## src/rtl/fetch_unit.sv

```systemverilog
// RV32I instruction fetch: owns the fetch PC, issues credit-limited word requests,
// buffers in-order responses for decode and discards stale responses after a redirect.
// Optional `FETCH_MISALIGN_EN adds o_misaligned and halts fetch on misaligned redirect targets.
module fetch_unit #(
  parameter logic [31:0] RESET_ADDR = 32'h0000_0000,
  parameter int          DEPTH      = 2
) (
  input  logic        clk,
  input  logic        rst,
  output logic        o_imem_req,
  output logic [31:0] o_imem_addr,
  input  logic        i_imem_ready,
  input  logic        i_imem_rvalid,
  input  logic [31:0] i_imem_rdata,
  input  logic        i_redirect,
  input  logic [31:0] i_redirect_pc,
  output logic        o_inst_valid,
  output logic [31:0] o_inst,
  output logic [31:0] o_inst_pc,
  input  logic        i_inst_ready
`ifdef FETCH_MISALIGN_EN
  ,
  output logic        o_misaligned
`endif
);

  localparam int AW = $clog2(DEPTH);
  localparam int CW = AW + 1;

  typedef struct packed {
    logic [31:0] pc;
    logic [31:0] inst;
  } entry_t;

  entry_t          fifo_q [DEPTH];
  logic [AW-1:0]   wr_q, rd_q;
  logic [CW-1:0]   cnt_q, outst_q, drop_q, outst_d;
  logic [31:0]     fetch_pc_q, resp_pc_q;
  logic            run_q;
  logic            blk;
  logic [31:0]     tgt;
  logic            free, issue, rv, push, pop;
  logic [CW:0]     used;

`ifdef FETCH_MISALIGN_EN
  logic mis_q;
  assign blk          = mis_q;
  assign tgt          = i_redirect_pc;
  assign o_misaligned = mis_q;
`else
  assign blk = 1'b0;
  assign tgt = {i_redirect_pc[31:2], 2'b00};
`endif

  // A slot decode drains this cycle can be re-credited now; this keeps one
  // instruction per cycle with DEPTH=2 while a response still never meets a full buffer.
  assign free  = (cnt_q != '0) && i_inst_ready;
  assign used  = {1'b0, outst_q} + {1'b0, cnt_q} - (CW+1)'(free);
  assign o_imem_req  = run_q && !blk && (used < (CW+1)'(DEPTH));
  assign o_imem_addr = fetch_pc_q;

  assign issue   = o_imem_req && i_imem_ready;
  assign rv      = i_imem_rvalid && (outst_q != '0);
  assign push    = rv && (drop_q == '0) && !i_redirect;
  assign outst_d = outst_q + CW'(issue) - CW'(rv);

  assign o_inst_valid = (cnt_q != '0) && !i_redirect;
  assign o_inst       = (cnt_q != '0) ? fifo_q[rd_q].inst : 32'h0;
  assign o_inst_pc    = (cnt_q != '0) ? fifo_q[rd_q].pc   : 32'h0;
  assign pop          = o_inst_valid && i_inst_ready;

  always_ff @(posedge clk or negedge rst) begin
    if (!rst) begin
      run_q      <= 1'b0;
      fetch_pc_q <= RESET_ADDR;
      resp_pc_q  <= RESET_ADDR;
      outst_q    <= '0;
      drop_q     <= '0;
      cnt_q      <= '0;
      wr_q       <= '0;
      rd_q       <= '0;
`ifdef FETCH_MISALIGN_EN
      mis_q      <= 1'b0;
`endif
    end else begin
      run_q   <= 1'b1;
      outst_q <= outst_d;
      if (issue) fetch_pc_q <= fetch_pc_q + 32'd4;
      if (i_redirect) begin
        // Everything in flight after this edge, including a request taken now, is stale.
        fetch_pc_q <= tgt;
        resp_pc_q  <= tgt;
        drop_q     <= outst_d;
        cnt_q      <= '0;
        wr_q       <= '0;
        rd_q       <= '0;
`ifdef FETCH_MISALIGN_EN
        mis_q      <= (i_redirect_pc[1:0] != 2'b00);
`endif
      end else begin
        if (rv && (drop_q != '0)) drop_q <= drop_q - CW'(1);
        if (push) begin
          wr_q      <= wr_q + AW'(1);
          resp_pc_q <= resp_pc_q + 32'd4;
        end
        if (pop) rd_q <= rd_q + AW'(1);
        cnt_q <= cnt_q + CW'(push) - CW'(pop);
      end
    end
  end

  // Payload needs no reset: it is only visible while the occupancy count is nonzero.
  always_ff @(posedge clk) begin
    if (push) fifo_q[wr_q] <= '{pc: resp_pc_q, inst: i_imem_rdata};
  end

endmodule

```

## config.mk

```make
export PLATFORM = sky130hd
export DESIGN_NAME = fetch_unit
export DESIGN_NICKNAME = d
export VERILOG_FILES = /design/src/rtl/fetch_unit.sv
export SDC_FILE = /design/constraint.sdc
export NUM_CORES = 1
export LEC_CHECK = 0
export CAP_MARGIN = 40
export CORE_MARGIN = 4
export CORE_UTILIZATION = 52
export DETAILED_ROUTE_END_ITERATION = 16
export PLACE_DENSITY = 0.91
export SETUP_SLACK_MARGIN = 0.5
export SLEW_MARGIN = 20
export SYNTH_ARGS = -nofsm -noshare
export SYNTH_HDL_FRONTEND = slang
export SYNTH_SLANG_ARGS = --single-unit
```

## constraint.sdc

```tcl
create_clock -name clk -period 5 [get_ports clk]
set_clock_uncertainty 0.1 [all_clocks]
set_input_delay 1 -clock clk [delete_from_list [all_inputs] [get_ports clk]]
set_output_delay 1 -clock clk [all_outputs]
set_load 0.01 [all_outputs]
```

======== After elaboration in Yosys (flattened, before gate mapping) ========
Memory sizes are Yosys's and may differ from the RTL's.
Cells that the tools add are included.
Widths: inputs -> output; s select.
operators by class
  equality and inequality tests ........... 0
  divide/modulo/power cells ............... 0
  multipliers ............................. 0
  shift operators ......................... 0
  add/sub/neg operators ................... 11
  order comparisons ....................... 1
  reduce and logical (&&, ||, !) cells .... 18
  bitwise logic cells ..................... 0
  muxes and demuxes ....................... 15
operators by type and width
  cell                   count
  $mux 32                6
  $add 32x3->32 const B  2
  $reduce_bool 2->1      7
  $logic_and 1x1->1      9
  $mux 1                 6
  $mux 2                 3
  $add 2x1->2            2
  $sub 2x1->2            2
  $add 2x2->3            1
  $lt 3x2->1 const B     1
  $sub 3x1->3            1
  $add 1x1->1 const B    2
  $logic_not 2->1        1
  $sub 2x1->2 const B    1
  $logic_not 1->1        1
word-level totals
  memory bits (writable) .................. 128
  memory bits (read-only) ................. 0
  memories ................................ 1
  latch bits .............................. 0
  register bits ........................... 73
  bits of input ports ..................... 70
  word-level logic and storage cells ...... 54
memories
  name    depth  bits a word  read ports  clocked after Yosys merged registers in  write ports  RTL line  text
  fifo_q  2      64           1           0                                        1            35        entry_t fifo_q [DEPTH];

======== Logic depth before layout (Yosys ltp) ========
  depth after elaboration ................. 9
  mapped depth ............................ 13
  mapped depth without buffers ............ 13

======== Least setup slack after synthesis ========
No wires, ideal clock.
  path kind ............................... input to register
  start ................................... input port i_redirect
  end ..................................... memory fifo_q[0][0] in the netlist's numbering, enable pin
  stages .................................. 6
  arrival ................................. 4573 ps
  buffers on the path ..................... 3
  setup time .............................. 482 ps
  setup slack ............................. -155 ps
  data required time ...................... 4418 ps
  path through ............................ clkbuf_1 inv_2 clkbuf_1 buf_1 nand2_1 nor2_1
on the way
  word-level cells in the longest chain between the ends .. 4
ends and longest elaborated chain
  item                          RTL line  text
  from (decl)                   15        input logic i_redirect,
  $logic_not 1->1               64        assign push = rv && (drop_q == '0) && !i_redirect;
  $logic_and 1x1->1             64
  $mux 1                        114       if (push) fifo_q[wr_q] <= '{pc: resp_pc_q, inst: i_imem_rdata};
  $mux 1 (implied by the code)  114
  to (decl)                     35
No other way between the ends.

======== Final worst setup path ========
  start ................................... input port i_inst_ready
  end ..................................... register fetch_pc_q[14], in the netlist o_imem_addr[14]
on the way
  word-level cells in the longest chain between the ends .. 6
ends and longest elaborated chain
  item                         RTL line  text
  from (decl)                  20        input logic i_inst_ready
  $logic_and 1x1->1            57        assign free = (cnt_q != '0) && i_inst_ready;
  $sub 3x1->3                  58        assign used = {1'b0, outst_q} + {1'b0, cnt_q} - (CW+1)'(free);
  $lt 3x2->1                   59        assign o_imem_req = run_q && !blk && (used < (CW+1)'(DEPTH));
  $logic_and 1x1->1            59
  $logic_and 1x1->1            62        assign issue = o_imem_req && i_imem_ready;
  $reduce_bool 2->1 (no line)  n/a
  to (signal assigned)         88        if (issue) fetch_pc_q <= fetch_pc_q + 32'd4;
  to (signal assigned)         91        fetch_pc_q <= tgt;
  to (decl)                    38        logic [31:0] fetch_pc_q, resp_pc_q;
No other way between the ends.
A chain may end at the register's enable or synchronous reset.

==> summary.md <==
| Metric | Value |
|---|---|
| GRT Overall Usage | `about a fifth` |
| Crit path cell chain | `clkdlybuf4s50_1, o21ai_2, inv_1, ha_1, nand2b_1, fa_2, buf_4, nand4_1, or4b_1, or4_1, a31oi_1` |
| Final GP Congestion | `between 0.8 and 0.9` |
| Ys async rst share | `between 30% and 40%` |
| CP Capture Type | `register` |
| Cell count after synthesis | `745` |
| Critical path startpoint category | `input port` |
| Clk buf depth | `2` |
| Num CTS Buffers | `17` |
| Synth area leaders | `edfxtp_1 42%, dfrtp_1 19%, mux2i_1 7.1%` |
| Top cell type's share of synthesized area | `41.9%` |
| Ant diodes | `0` |
| Initial antenna violation count | `0` |
| CP required | `~5.2 ns` |
| Setup TNS | `0 ns` |
| H-tree depth | `4` |
| Dpl hpwl | `14300 µm` |
| Multi-input gate area | `between 3000 and 4000 µm²` |
| Die span in x | `139 µm` |
| Post-route DRC | `0` |
| Row cnt | `47` |
| GR Overflow Total | `0` |
| DR vias | `6643` |
| Mapped Area | `8880 µm²` |
| Fill cells | `1190` |
| Layout Utilization | `68.5%` |
| Ys Warns | `0` |
| HP Class | `register to register` |
| Sequential share of the synthesized area | `61.4%` |
| RSZ-0062 raised after global routing | `false` |
| Minimum clock period | `4.31 ns` |
| CTS tree | `built` |
| Slowest stage cell, crit path | `or4b_1` |
| Share of post-route cells with drive strength above 1 | `6.93%` |
| Largest net degree at the start of global routing | `63` |
| Full die area | `19200 µm²` |
| Number of synthesized register bits | `193` |
| Fmax achieved | `232 MHz` |
| Core area | `~17000 µm²` |
| Reg clk slew, reported paths | `0.07 ns` |
| Fin. max-slew vios | `0` |
| Worst vdd ir | `0.282 mV` |
| Lkg Pwr | `between 3 and 4 nW` |
| CTS Hold Bufs | `0` |
| Ys flop type | `edfxtp_1` |
| DR iter-0 viols | `668` |
| PD cells | `392 nW/µm²` |
| Worst skew pair latency | `0.42 ns` |
| Sequential cell area | `5450 µm²` |
| Distinct cells, synth | `53` |
| Placed cell area | `10700 µm²` |
| Post-synth EDFFs | `124` |
| Die height | `139 µm` |
| Final WL | `~21000 µm` |
| CP peak stage delay | `0.71 ns` |
| Number of global-route vias before repair | `between 6000 and 7000` |
| Status | `finished clean` |
| Worst Tran Pin Value | `slightly above 0.8 ns` |
| Crit Path Max Fanout | `10` |
| Critical path class | `input port to register` |
| Worst EP arrival | `between 4 and 5 ns` |
| Synth Area per Inst | `between 10 and 15 µm²` |
| DR vias/cell | `5.88` |
| Boundary Pins | `168` |
| Starting Density | `53.3%` |
| Final Net Count | `977` |
| Period Utilization, post-route | `86.2%` |
| Setup Viol. Count Final | `0` |
| Post-Layout Inst Area | `11400 µm²` |
| Hold WS | `0.410 ns` |
| CTS root buffer | `clkbuf_16` |
| Drt first pass iters | `6` |
| Buffers on Ports | `161` |
| Area grow syn2layout | `28.5%` |
| Worst rel slew slack | `45.5%` |
| Clock sinks | `193` |
| Global-route wire length before repair | `33300 µm` |
| ANT nets after route | `0` |
| Cell taking the most area after synthesis | `edfxtp_1` |
| Max-Cap Viols | `0` |
| Hold Violations, Final | `0` |
| Post-DR wirelength/cell | `18.3 µm` |
-- worst paths after layout --
| check | cells after the start | startpoint | slack, ns | end |
|---|---|---|---|---|
| setup / recovery | 11 | i_inst_ready | 0.69 | o_imem_addr[14] |
| hold / removal | 0 | resp_pc_q[31] | 0.41 | fifo_q[1][63] |
| setup reg to reg | 10 | cnt_q[0] | 1.09 | o_imem_addr[14] |
| hold reg to reg | 0 | resp_pc_q[31] | 0.41 | fifo_q[1][63] |
| max in group asynchronous | 3 | rst | 3.45 | resp_pc_q[4] |
| min in group asynchronous | 1 | rst | 0.43 | o_imem_addr[4] |
-- placed cells by master (no fill, tap or decap), types with 6 or more instances in the layout --
master	Yosys	routed
xor2_1	8	7
a31oi_1	23	23
dfrtp_1	69	68
inv_1	14	14
o31a_1	6	6
xnor2_1	14	14
nor4_1	21	21
buf_4	4	8
edfxtp_1	124	124
nand3_1	25	25
o31ai_1	12	12
and2_1	6	6
a21o_1	8	8
ha_1	9	9
nand4_1	18	18
nor2_1	110	108
mux2i_1	63	63
or3_1	10	10
clkbuf_16	0	19
o21ai_0	13	12
and4_1	8	8
nand2_1	37	37
a21oi_1	11	11
or4_1	15	15
and3_1	11	10
nor3_1	10	10
mux2_2	8	8
clkdlybuf4s50_1	0	159
a211oi_1	12	12
-- cell usage after synthesis (12+ instances only) --
| library cell | instances |
|---|---|
| a211oi_1 | 12 |
| a31oi_1 | 23 |
| clkbuf_1 | 29 |
| dfrtp_1 | 69 |
| edfxtp_1 | 124 |
| inv_1 | 14 |
| mux2i_1 | 63 |
| nand2_1 | 37 |
| nand3_1 | 25 |
| nand4_1 | 18 |
| nor2_1 | 110 |
| nor4_1 | 21 |
| o21ai_0 | 13 |
| o31ai_1 | 12 |
| or4_1 | 15 |
| xnor2_1 | 14 |
-- final cells by class --
| cell class | count | share of cell area [%] |
|---|---|---|
| flip-flops and latches | 193 | 47.8 |
| well taps | 220 | 2.41 |
| clock inverters | 2 | 0.110 |
| clock buffers | 29 | 4.91 |
| multi-input cells | 495 | 28.3 |
| repair buffers | 175 | 16.0 |
| inverters | 15 | 0.494 |
-- through the flow --
stage | instances | power (mW) | setup WS, ns
2_1_floorplan | 748 | 2.63 | 0.873
3_5_place_dp | 1094 | 3.16 | 0.234
6_report | 1129 | 4.47 | 0.692
5_1_grt | 1129 | 4.69 | 0.566
4_1_cts | 1126 | 4.48 | 0.524
3_3_place_gp | 1091 | 3.09 | 0.337
-- logic make-up after synthesis --
logic type	share of synthesized area (%)
flops	61.4
simple gates	16.0
mux	8.12
xor+xnor	2.17
other cells	0.0846
compound gates	7.98
fa+ha+maj	1.49
buf+inv	2.73
-- power by group --
group | switching, mW | leakage (nW) | total [mW] | internal (mW)
Combinational | 0.572 | 1.77 | 1.15 | 0.581
Sequential | 0.159 | 1.92 | 2.02 | 1.86
Clock | 0.538 | 0.286 | 1.30 | 0.760
-- state kept, by name, indices dropped and copies added (netlist names) --
register     count
fifo_q         124
rd_q             1
outst_q          2
o_imem_addr     30
run_q            1
resp_pc_q       30
drop_q           2
cnt_q            2
wr_q             1
-- worst max-delay path: cells and delay by family --
family	cells	cell delay [ns]
buffers and inverters	3	0.63
AO/OA/AOI/OAI	2	0.32
adder cells (fa/ha/maj)	2	0.87
AND/OR/NAND/NOR	4	1.71
-- per-layer routing --
metal  global-route usage [%]  part of all wire [%]
met5                        0                     0
met4                     6.08                   1.0
met3                     4.00                   8.6
met2                     34.3                    48
met1                     29.9                    42
-- repair_timing --
action	4_1_cts	5_1_grt
endpoints found under the setup margin	1	1
buffers inserted	1	1
pin swaps	1	1
gates resized for setup	3	2
No activity file was read; power rests on OpenSTA's default activity.
